## src/rtl/pcpi_fpu_pkg.sv

```systemverilog
// Shared encodings for the PCPI single-precision FP sequencer:
// FSM states, engine op codes, OP-FP decode fields and flag bit positions.
package pcpi_fpu_pkg;

    typedef enum logic [1:0] {
        IDLE  = 2'd0,
        ISSUE = 2'd1,
        WAIT  = 2'd2,
        RESP  = 2'd3
    } state_t;

    localparam logic [1:0] OP_ADD = 2'd0;
    localparam logic [1:0] OP_SUB = 2'd1;
    localparam logic [1:0] OP_MUL = 2'd2;

    localparam logic [6:0] OPCODE_OPFP = 7'b1010011;
    localparam logic [6:0] FUNCT7_FADD = 7'b0000000;
    localparam logic [6:0] FUNCT7_FSUB = 7'b0000100;
    localparam logic [6:0] FUNCT7_FMUL = 7'b0001000;

    // fflags bit positions, RISC-V order NV,DZ,OF,UF,NX
    localparam int unsigned FLAG_NV = 4;
    localparam int unsigned FLAG_DZ = 3;
    localparam int unsigned FLAG_OF = 2;
    localparam int unsigned FLAG_UF = 1;
    localparam int unsigned FLAG_NX = 0;

    localparam logic [31:0] QNAN = 32'h7FC0_0000;

endpackage

```

## src/rtl/pcpi_fpu_decode.sv

```systemverilog
// OP-FP instruction decoder: recognises fadd.s/fsub.s/fmul.s and maps them
// to an engine op code. The rounding mode and register fields are ignored.
module pcpi_fpu_decode
    import pcpi_fpu_pkg::*;
(
    input  logic [31:0] insn,
    output logic        match,
    output logic [1:0]  op
);

    logic unused_fields;
    assign unused_fields = ^insn[24:7];

    always_comb begin
        match = 1'b0;
        op    = OP_ADD;
        if (insn[6:0] == OPCODE_OPFP) begin
            case (insn[31:25])
                FUNCT7_FADD: begin match = 1'b1; op = OP_ADD; end
                FUNCT7_FSUB: begin match = 1'b1; op = OP_SUB; end
                FUNCT7_FMUL: begin match = 1'b1; op = OP_MUL; end
                default:     begin match = 1'b0; op = OP_ADD; end
            endcase
        end
    end

endmodule

```

## src/rtl/pcpi_fpu_seq.sv

```systemverilog
// PCPI-side sequencer for a multi-cycle single-precision FP engine: accepts
// OP-FP instructions, drives the engine, returns results and sticky flags.
module pcpi_fpu_seq
    import pcpi_fpu_pkg::*;
#(
    parameter int unsigned  ENG_TIMEOUT    = 64,
    parameter logic [31:0]  TIMEOUT_RESULT = 32'h7FC0_0000
) (
    input  logic        clk,
    input  logic        resetn,
    input  logic        pcpi_valid,
    input  logic [31:0] pcpi_insn,
    input  logic [31:0] pcpi_rs1,
    input  logic [31:0] pcpi_rs2,
    output logic        pcpi_wr,
    output logic [31:0] pcpi_rd,
    output logic        pcpi_wait,
    output logic        pcpi_ready,
    output logic        eng_start,
    output logic [1:0]  eng_op,
    output logic [31:0] eng_a,
    output logic [31:0] eng_b,
    output logic        eng_abort,
    input  logic        eng_done,
    input  logic [31:0] eng_result,
    input  logic [4:0]  eng_flags,
    output logic [4:0]  fflags,
    input  logic        fflags_clr
);

    localparam logic [9:0] WDOG_LAST = 10'(ENG_TIMEOUT - 1);
    localparam logic [4:0] NV_ONLY   = 5'(1) << FLAG_NV;

    state_t      state;
    logic [9:0]  wdog;
    logic [31:0] result;
    logic [4:0]  res_flags;
    logic        guard;
    logic        abandon_abort;
    logic        match;
    logic [1:0]  dec_op;
    logic        wd_expire;
    logic        wd_abort;

    pcpi_fpu_decode u_decode (
        .insn  (pcpi_insn),
        .match (match),
        .op    (dec_op)
    );

    assign wd_expire = (wdog == WDOG_LAST);
    // The watchdog only aborts when the core is still waiting and the engine
    // has not answered in the same cycle; abandonment uses the registered pulse.
    assign wd_abort  = (state == WAIT) && pcpi_valid && !eng_done && wd_expire;

    assign eng_start  = (state == ISSUE);
    assign eng_abort  = abandon_abort | wd_abort;
    assign pcpi_wait  = (state != IDLE);
    assign pcpi_ready = (state == RESP);
    assign pcpi_wr    = (state == RESP);
    assign pcpi_rd    = (state == RESP) ? result : '0;

    always_ff @(posedge clk) begin
        if (!resetn) begin
            state         <= IDLE;
            wdog          <= '0;
            result        <= '0;
            res_flags     <= '0;
            guard         <= 1'b0;
            abandon_abort <= 1'b0;
            eng_op        <= '0;
            eng_a         <= '0;
            eng_b         <= '0;
            fflags        <= '0;
        end else begin
            abandon_abort <= 1'b0;
            guard         <= (state == RESP);

            case (state)
                IDLE: begin
                    if (pcpi_valid && match && !guard) begin
                        eng_op <= dec_op;
                        eng_a  <= pcpi_rs1;
                        eng_b  <= pcpi_rs2;
                        state  <= ISSUE;
                    end
                end
                ISSUE: begin
                    wdog <= '0;
                    if (!pcpi_valid) begin
                        abandon_abort <= 1'b1;
                        state         <= IDLE;
                    end else begin
                        state <= WAIT;
                    end
                end
                WAIT: begin
                    if (!pcpi_valid) begin
                        abandon_abort <= 1'b1;
                        state         <= IDLE;
                    end else if (eng_done) begin
                        result    <= eng_result;
                        res_flags <= eng_flags;
                        state     <= RESP;
                    end else if (wd_expire) begin
                        result    <= TIMEOUT_RESULT;
                        res_flags <= NV_ONLY;
                        state     <= RESP;
                    end else begin
                        wdog <= wdog + 10'd1;
                    end
                end
                RESP: begin
                    state <= IDLE;
                end
                default: begin
                    state <= IDLE;
                end
            endcase

            if (state == RESP) begin
                fflags <= fflags_clr ? res_flags : (fflags | res_flags);
            end else if (fflags_clr) begin
                fflags <= '0;
            end
        end
    end

endmodule

```

## config.mk

```make
export PLATFORM = sky130hd
export DESIGN_NAME = pcpi_fpu_seq
export DESIGN_NICKNAME = d
export VERILOG_FILES = /design/src/rtl/pcpi_fpu_pkg.sv /design/src/rtl/pcpi_fpu_decode.sv /design/src/rtl/pcpi_fpu_seq.sv
export SDC_FILE = /design/constraint.sdc
export NUM_CORES = 1
export LEC_CHECK = 0
export BUFFER_PORTS_ARGS = -buffer_cell sky130_fd_sc_hd__buf_2
export CORE_MARGIN = 1.5
export CORE_UTILIZATION = 40
export DETAILED_ROUTE_END_ITERATION = 6
export HOLD_SLACK_MARGIN = 0.02
export PLACE_DENSITY = 0.79
export SETUP_SLACK_MARGIN = 0.3
export SLEW_MARGIN = 40
export SYNTH_ARGS = -nofsm -noshare
export SYNTH_HDL_FRONTEND = slang
export SYNTH_SLANG_ARGS = --single-unit
```

## constraint.sdc

```tcl
create_clock -name clk -period 2.4 [get_ports clk]
set_clock_uncertainty 0.15 [all_clocks]
set_input_delay 0.24 -clock clk [delete_from_list [all_inputs] [get_ports clk]]
set_output_delay 0.24 -clock clk [all_outputs]
set_load 0.005 [all_outputs]
```

==> flow_metrics.tcl, run 1 <==
set metrics [dict create \
    clkTransAtPathRegs_ps 50 \
    ant_nets 0 \
    fraction_of_registers_with_async_set_reset_pct 0 \
    crit_path_max_fanout 37 \
    setup_viol_count_final 0 \
    synth-seq-cells 122 \
    die_area_um2 13400 \
    finalWeightedCongestion 0.783 \
    i_o_pin_total 246 \
    synth.net_count 690 \
    crit_type "flop to output pin" \
    synth_sequential_area_ratio_pct 48.0 \
    worst_ep_arrival_time_ps 1620 \
    first_drt_iteration_drcs 291 \
    dp_hpwl_um 9070 \
    worst_setup_path_end_kind "output pin" \
    die_width_um 116 \
    p_per_area_nw_per_um2 594 \
    number_of_failing_hold_endpoints_at_the_final_stage 0 \
    hp-class "input port to flop" \
    setup.worst_path.start_class "flop" \
    wl_um 15900 \
    ys.warnings.count 0 \
    fin_crit_sh_pct 83.6 \
    area_growth_syn_to_layout_pct 56.2 \
    drt-pass1-iter-count 4 \
    grt_antenna_before_repair 0 \
    proportion_of_layout_cells_with_a_drive_suffix_above_1_pct 36.0 \
    r2r_slack_ps 450 \
    clock_insertion_delay_worst_skew_ps 410 \
    initial_core_util_pct 41.6 \
    first_pass_grt_wire_length_um 24500 \
    timing.setup.tns_ps 0 \
    remaining_drc_errors 0 \
    mostFrequentLayoutCell "sky130_fd_sc_hd__buf_2" \
    grt_start_max_net_pins 67 \
    cts_made_buffers 17 \
    syn_std_cell_area_um2 5080 \
    max_cap_viol_count 0 \
    cts_root_buf "sky130_fd_sc_hd__clkbuf_16" \
    final.min_clock_period_ps 2010 \
    final_max_slew_viol_count 0 \
    ir_worst_vdd_uv 377 \
    buffer_ports.inserted 227 \
    cts.sink_count 122 \
    first_global_vias 5073 \
    finalHoldWorstSlack_ps 82.1 \
    slew_headroom_pct 67.0 \
    wire_per_inst_um 15.1 \
    yosys_most_used_dff "sky130_fd_sc_hd__dfxtp_1" \
    cp.required_ps 2010 \
    post_synth_num_cell_types 40 \
    synth-edff-count 0 \
    leakage_uw 0.00345 \
    groute.usage.overall_pct 23.6 \
    syn-mean-instance-area_um2 9.31 \
    setup_repair_after_global_routing_missed_its_margin "yes" \
    globalRoute.totalOverflow 0 \
    cts.htree.levels 4 \
    run_status "finished clean" \
    finish.net_count 1014 \
    fp.coreArea_um2 12200 \
    num_vias 5094 \
    max_slew.worst_pin.slew_ps 494 \
    maxClockFrequency_mhz 498 \
    final_cell_mix "sky130_fd_sc_hd__buf_2, sky130_fd_sc_hd__nand2_1, sky130_fd_sc_hd__dfxtp_1, sky130_fd_sc_hd__dlygate4sd3_1, sky130_fd_sc_hd__and2_1" \
    post_drt_via_cell_ratio 4.84 \
    cts.path.max_buffers 2 \
    die_y_um 116 \
    synthesis.instances 546 \
    cts_tree "built" \
    rows 40 \
]
## per-stage QoR
stage	instance area (µm²)	utilization, %	setup slack, ps	cells	total power (µW)
CTS	7910	64.7	326	1050	4750
floorplan	5080	-	660	546	2150
detailed placement	6300	51.6	375	913	2280
global placement	6300	51.6	364	913	2280
finish	7940	65.0	393	1053	4710
global route	7940	65.0	287	1051	4890
## path summary, 6_finish.rpt
| check | from | to | cells after the start |
|---|---|---|---|
| worst min-delay path | pcpi_valid | state[1] | 5 |
| worst max-delay path | state[1] | pcpi_rd[18] | 4 |
| worst max register to register | state[0] | wdog[3] | 7 |
| worst min register to register | eng_a[27] | eng_a[27] | 2 |
## power breakdown
group          leakage [µW]  switching [µW]  internal (µW)
combinational       0.00219             121            222
sequential         0.000984            2.30           2030
clock              0.000270             876           1460
## state kept, by name (all words and copies together), names as in the netlist
| name | cells |
|---|---|
| result | 32 |
| state | 2 |
| wdog | 10 |
| eng_op | 2 |
| eng_a | 32 |
| eng_b | 32 |
| res_flags | 5 |
| fflags | 5 |
| abandon_abort | 1 |
| guard | 1 |
## kinds of logic (layout without fill, tap and decap cells)
family / after synthesis / count (layout) / synth area share (%)
muxes: 2 / 2 / 0.394
DFF: 122 / 122 / 48.0
AOI/OAI and AO/OA: 118 / 118 / 20.2
adders and majority gates: 6 / 6 / 1.48
other: 0 / 2 / 0
xor gates and xnor gates: 8 / 8 / 1.38
buffers and inverters: 42 / 379 / 4.50
and+or+nand+nor: 248 / 248 / 24.0
## critical path, cell delays in order, from the launching register on
cell and delay [ps]:
sky130_fd_sc_hd__dfxtp_1 380, sky130_fd_sc_hd__ha_1 270, sky130_fd_sc_hd__buf_8 230, sky130_fd_sc_hd__and2_1 200, sky130_fd_sc_hd__buf_2 130
## layout make-up
type	instances	area [µm²]
fillers	922	4270
flip-flops and latches	122	2450
multi-input cells	382	2440
repair buffers	342	2280
clock buffers	23	468
well taps	168	210
clock inverters	9	72.6
inverters	5	18.8
diodes	2	5.00
## per-layer routing
layer | wire length [µm] | share of wire, % | track usage (%) | up-vias
li1 | - | - | - | 2480
met1 | 6540 | 41 | 26.1 | 2333
met2 | 7390 | 46 | 38.6 | 237
met3 | 1430 | 9.0 | 8.84 | 44
met4 | 565 | 3.5 | 14.7 | 0
met5 | 0 | 0 | 0 | -
## synthesized netlist by cell type, types with 2 or more instances
cell type | n | share of area, %
sky130_fd_sc_hd__a21boi_0 | 25 | 3.7
sky130_fd_sc_hd__a21boi_1 | 32 | 4.7
sky130_fd_sc_hd__a21boi_2 | 10 | 2.2
sky130_fd_sc_hd__a22oi_1 | 22 | 3.2
sky130_fd_sc_hd__a22oi_2 | 10 | 2.5
sky130_fd_sc_hd__and2_1 | 35 | 4.3
sky130_fd_sc_hd__and3_1 | 5 | 0.62
sky130_fd_sc_hd__buf_2 | 9 | 0.89
sky130_fd_sc_hd__buf_6 | 6 | 1.3
sky130_fd_sc_hd__clkbuf_1 | 20 | 1.5
sky130_fd_sc_hd__dfxtp_1 | 122 | 48
sky130_fd_sc_hd__ha_1 | 6 | 1.5
sky130_fd_sc_hd__inv_1 | 5 | 0.37
sky130_fd_sc_hd__mux2i_1 | 2 | 0.39
sky130_fd_sc_hd__nand2_1 | 134 | 9.9
sky130_fd_sc_hd__nand2_2 | 10 | 1.2
sky130_fd_sc_hd__nand3_1 | 2 | 0.20
sky130_fd_sc_hd__nand3b_1 | 2 | 0.30
sky130_fd_sc_hd__nand4_1 | 4 | 0.49
sky130_fd_sc_hd__nor2_1 | 14 | 1.0
sky130_fd_sc_hd__nor2b_1 | 32 | 3.9
sky130_fd_sc_hd__nor4b_1 | 3 | 0.52
sky130_fd_sc_hd__o21ai_0 | 3 | 0.30
sky130_fd_sc_hd__o221a_2 | 10 | 2.2
sky130_fd_sc_hd__xor2_1 | 8 | 1.4
## repair_timing
item	in CTS	in global routing
setup endpoints to repair	2	5
setup buffers	0	1
resized for setup	3	6
pin swaps	0	1
gates cloned	0	0
endpoints found under the hold margin	103	0
hold buffers	105	0
(Power assumes the default switching activity.)
==> run 2: changes to the inputs <==
Clock period 2.4 ns to 2 ns, I/O delays scaled along.
==> run 2 against run 1 <==
The run now ends with setup timing left. Flip-flop and latch count stayed put. Clock power is 38% higher. Register-to-register slack worse by 500 ps. Worst setup slack worse by 440 ps. First-iteration DRC count is 82% higher. Hold slack worse by 34 ps. Design area is 23% higher. Core utilization is 15 points higher. Largest cell class is now non-clock buffers.
==> flow_metrics.tcl, run 2 (same netlist as run 1, synthesis figures left out) <==
set metrics [dict create \
    worst_hold_path.endpoint "eng_op[1]" \
    globalRoute.totalOverflow 0 \
    initial_core_util_pct 41.6 \
    cts_made_buffers 17 \
    cp.required_ps 2180 \
    area_growth_syn_to_layout_pct 92.0 \
    mostFrequentLayoutCell "sky130_fd_sc_hd__buf_2" \
    largest_registers "eng_a x32, eng_b x32, result x32" \
    leakage_uw 0.00428 \
    finalWeightedCongestion 0.745 \
    first_drt_iteration_drcs 530 \
    timing.setup.tns_ps -116 \
    first_pass_grt_wire_length_um 28000 \
    number_of_failing_hold_endpoints_at_the_final_stage 0 \
    share_comb_of_total_power_pct 8.3 \
    ir_worst_vdd_uv 679 \
    die_area_um2 13400 \
    crit-reg2reg-launch "wdog[1]" \
    crit_path_max_fanout 6 \
    setup_viol_count_final 5 \
    i_o_pin_total 246 \
    hp-class "input port to flop" \
    cts.htree.levels 4 \
    place_area_um2 6460 \
    remaining_drc_errors 0 \
    setup.worst_path.start_class "flop" \
    die_y_um 116 \
    clkTransAtPathRegs_ps 60 \
    first_global_vias 5583 \
    worst_hold_startpoint "pcpi_insn[27]" \
    p_per_area_nw_per_um2 633 \
    run_status "finished, violations left" \
    ant_nets 0 \
    p_seq_share_pct 39.6 \
    power.clock.fraction_pct 52.1 \
    max_slew.worst_pin.slew_ps 526 \
    final.min_clock_period_ps 2050 \
    buffer_ports.inserted 227 \
    final_cell_mix "sky130_fd_sc_hd__buf_2, sky130_fd_sc_hd__dfxtp_1, sky130_fd_sc_hd__dlygate4sd3_1, sky130_fd_sc_hd__nand2_1, sky130_fd_sc_hd__nand2_4" \
    clock_insertion_delay_worst_skew_ps 410 \
    groute.usage.overall_pct 27.4 \
    finish.net_count 1061 \
    slew_headroom_pct 64.5 \
    proportion_of_layout_cells_with_a_drive_suffix_above_1_pct 56.9 \
    final_max_slew_viol_count 0 \
    fin_crit_sh_pct 102 \
    crit_type "flop to flop" \
    layout_setup_ws_ps -49.9 \
    grt_start_max_net_pins 62 \
    r2r_slack_ps -50 \
    wire_per_inst_um 21.9 \
    num_vias 5885 \
    dp_hpwl_um 9520 \
    wl_um 24000 \
    cts.path.max_buffers 2 \
    fp.coreArea_um2 12200 \
    cts.sink_count 122 \
    netSwitchingFraction_pct 21.5 \
    failed_checks "setup timing" \
    worst_ep_arrival_time_ps 2230 \
    p_int_uw 4850 \
    rows 40 \
    cts_tree "built" \
    grt_antenna_before_repair 2 \
    max_cap_viol_count 0 \
    postLayoutCellArea_um2 9760 \
    min_delay_path_depth 3 \
    die_width_um 116 \
    drt-pass1-iter-count 7 \
    r2r_end "result[13]" \
    net-switching-power_uw 1320 \
    cts_root_buf "sky130_fd_sc_hd__clkbuf_16" \
    worst_r2r_path_depth 9 \
    post_drt_via_cell_ratio 5.35 \
    setup_repair_after_global_routing_missed_its_margin "yes" \
    worst_setup_path_end_kind "flop" \
    dpl_worst_slack_ps -124 \
    maxClockFrequency_mhz 488 \
]
[run 2: cell count changes in the layout (fill, tap and decap cells not counted), sizes merged]
cell / change
buf: +42
bufinv: +2
clkbuf: +8
clkinv: -4
dlygate4sd3: -3
o21ai: +1
[run 2: cell type report]
cell class | count | area, µm²
clock buffers | 24 | 502
inverters | 5 | 31.3
well taps | 168 | 210
multi-input cells | 383 | 3200
clock inverters | 7 | 113
fillers | 633 | 2450
repair buffers | 388 | 3240
flip-flops and latches | 122 | 2460
diodes | 2 | 5.00
[run 2: how the worst max path moves through the flow]
stage	from	to	slack, ps
after floorplan	wdog[1]	result[12]	300
final	wdog[1]	result[13]	-50
after detailed placement	wdog[0]	result[9]	-120
after global routing	wdog[9]	eng_abort	-90
after global placement	wdog[0]	res_flags[0]	-80
after CTS	wdog[8]	eng_abort	-30
[run 2: critical path, stage by stage (launching register included)]
cell                      delay, ps
sky130_fd_sc_hd__dfxtp_2        330
sky130_fd_sc_hd__ha_4           150
sky130_fd_sc_hd__and3_4         170
sky130_fd_sc_hd__and4_4         200
sky130_fd_sc_hd__buf_4          140
sky130_fd_sc_hd__buf_6          110
sky130_fd_sc_hd__o21ai_4        240
sky130_fd_sc_hd__buf_12         180
sky130_fd_sc_hd__a22oi_2         80
sky130_fd_sc_hd__nor2b_1        200
[run 2: layer usage]
layer  share of wire (%)  vias to the layer above  GRT usage [%]
met2                  50                      368           49.5
met3                 9.6                      105           10.4
li1                    -                     2594              -
met1                  35                     2816           27.5
met5               0.046                        -              0
met4                 4.8                        2           14.1
[run 2: per-stage QoR]
| step | cells | util, % | hold WS [ps] | power [µW] |
|---|---|---|---|---|
| floorplan | 546 | - | 177 | 2580 |
| CTS | 1070 | 70.9 | 24.6 | 6050 |
| global placement | 924 | 52.9 | 288 | 2740 |
| finish | 1099 | 79.9 | 48.5 | 6170 |
| global route | 1098 | 79.9 | 54.9 | 6330 |
| detailed placement | 924 | 52.9 | 293 | 2740 |
[run 2: timing repair]
item                                    CTS  global route
gates resized for setup                  90           217
cloned                                    5            10
pin swaps                                22           152
hold buffers                            102             0
hold endpoints to repair                102             0
endpoints found under the setup margin   81            91
setup buffers                             8            17
[run 2: power by group through the flow]
stage	registers [µW]	clock network, µW	logic, µW
2_1_floorplan	2490	0	88.7
3_3_place_gp	2490	0	246
3_5_place_dp	2490	0	247
4_1_cts	2440	3200	411
5_1_grt	2440	3350	537
6_report	2440	3220	514
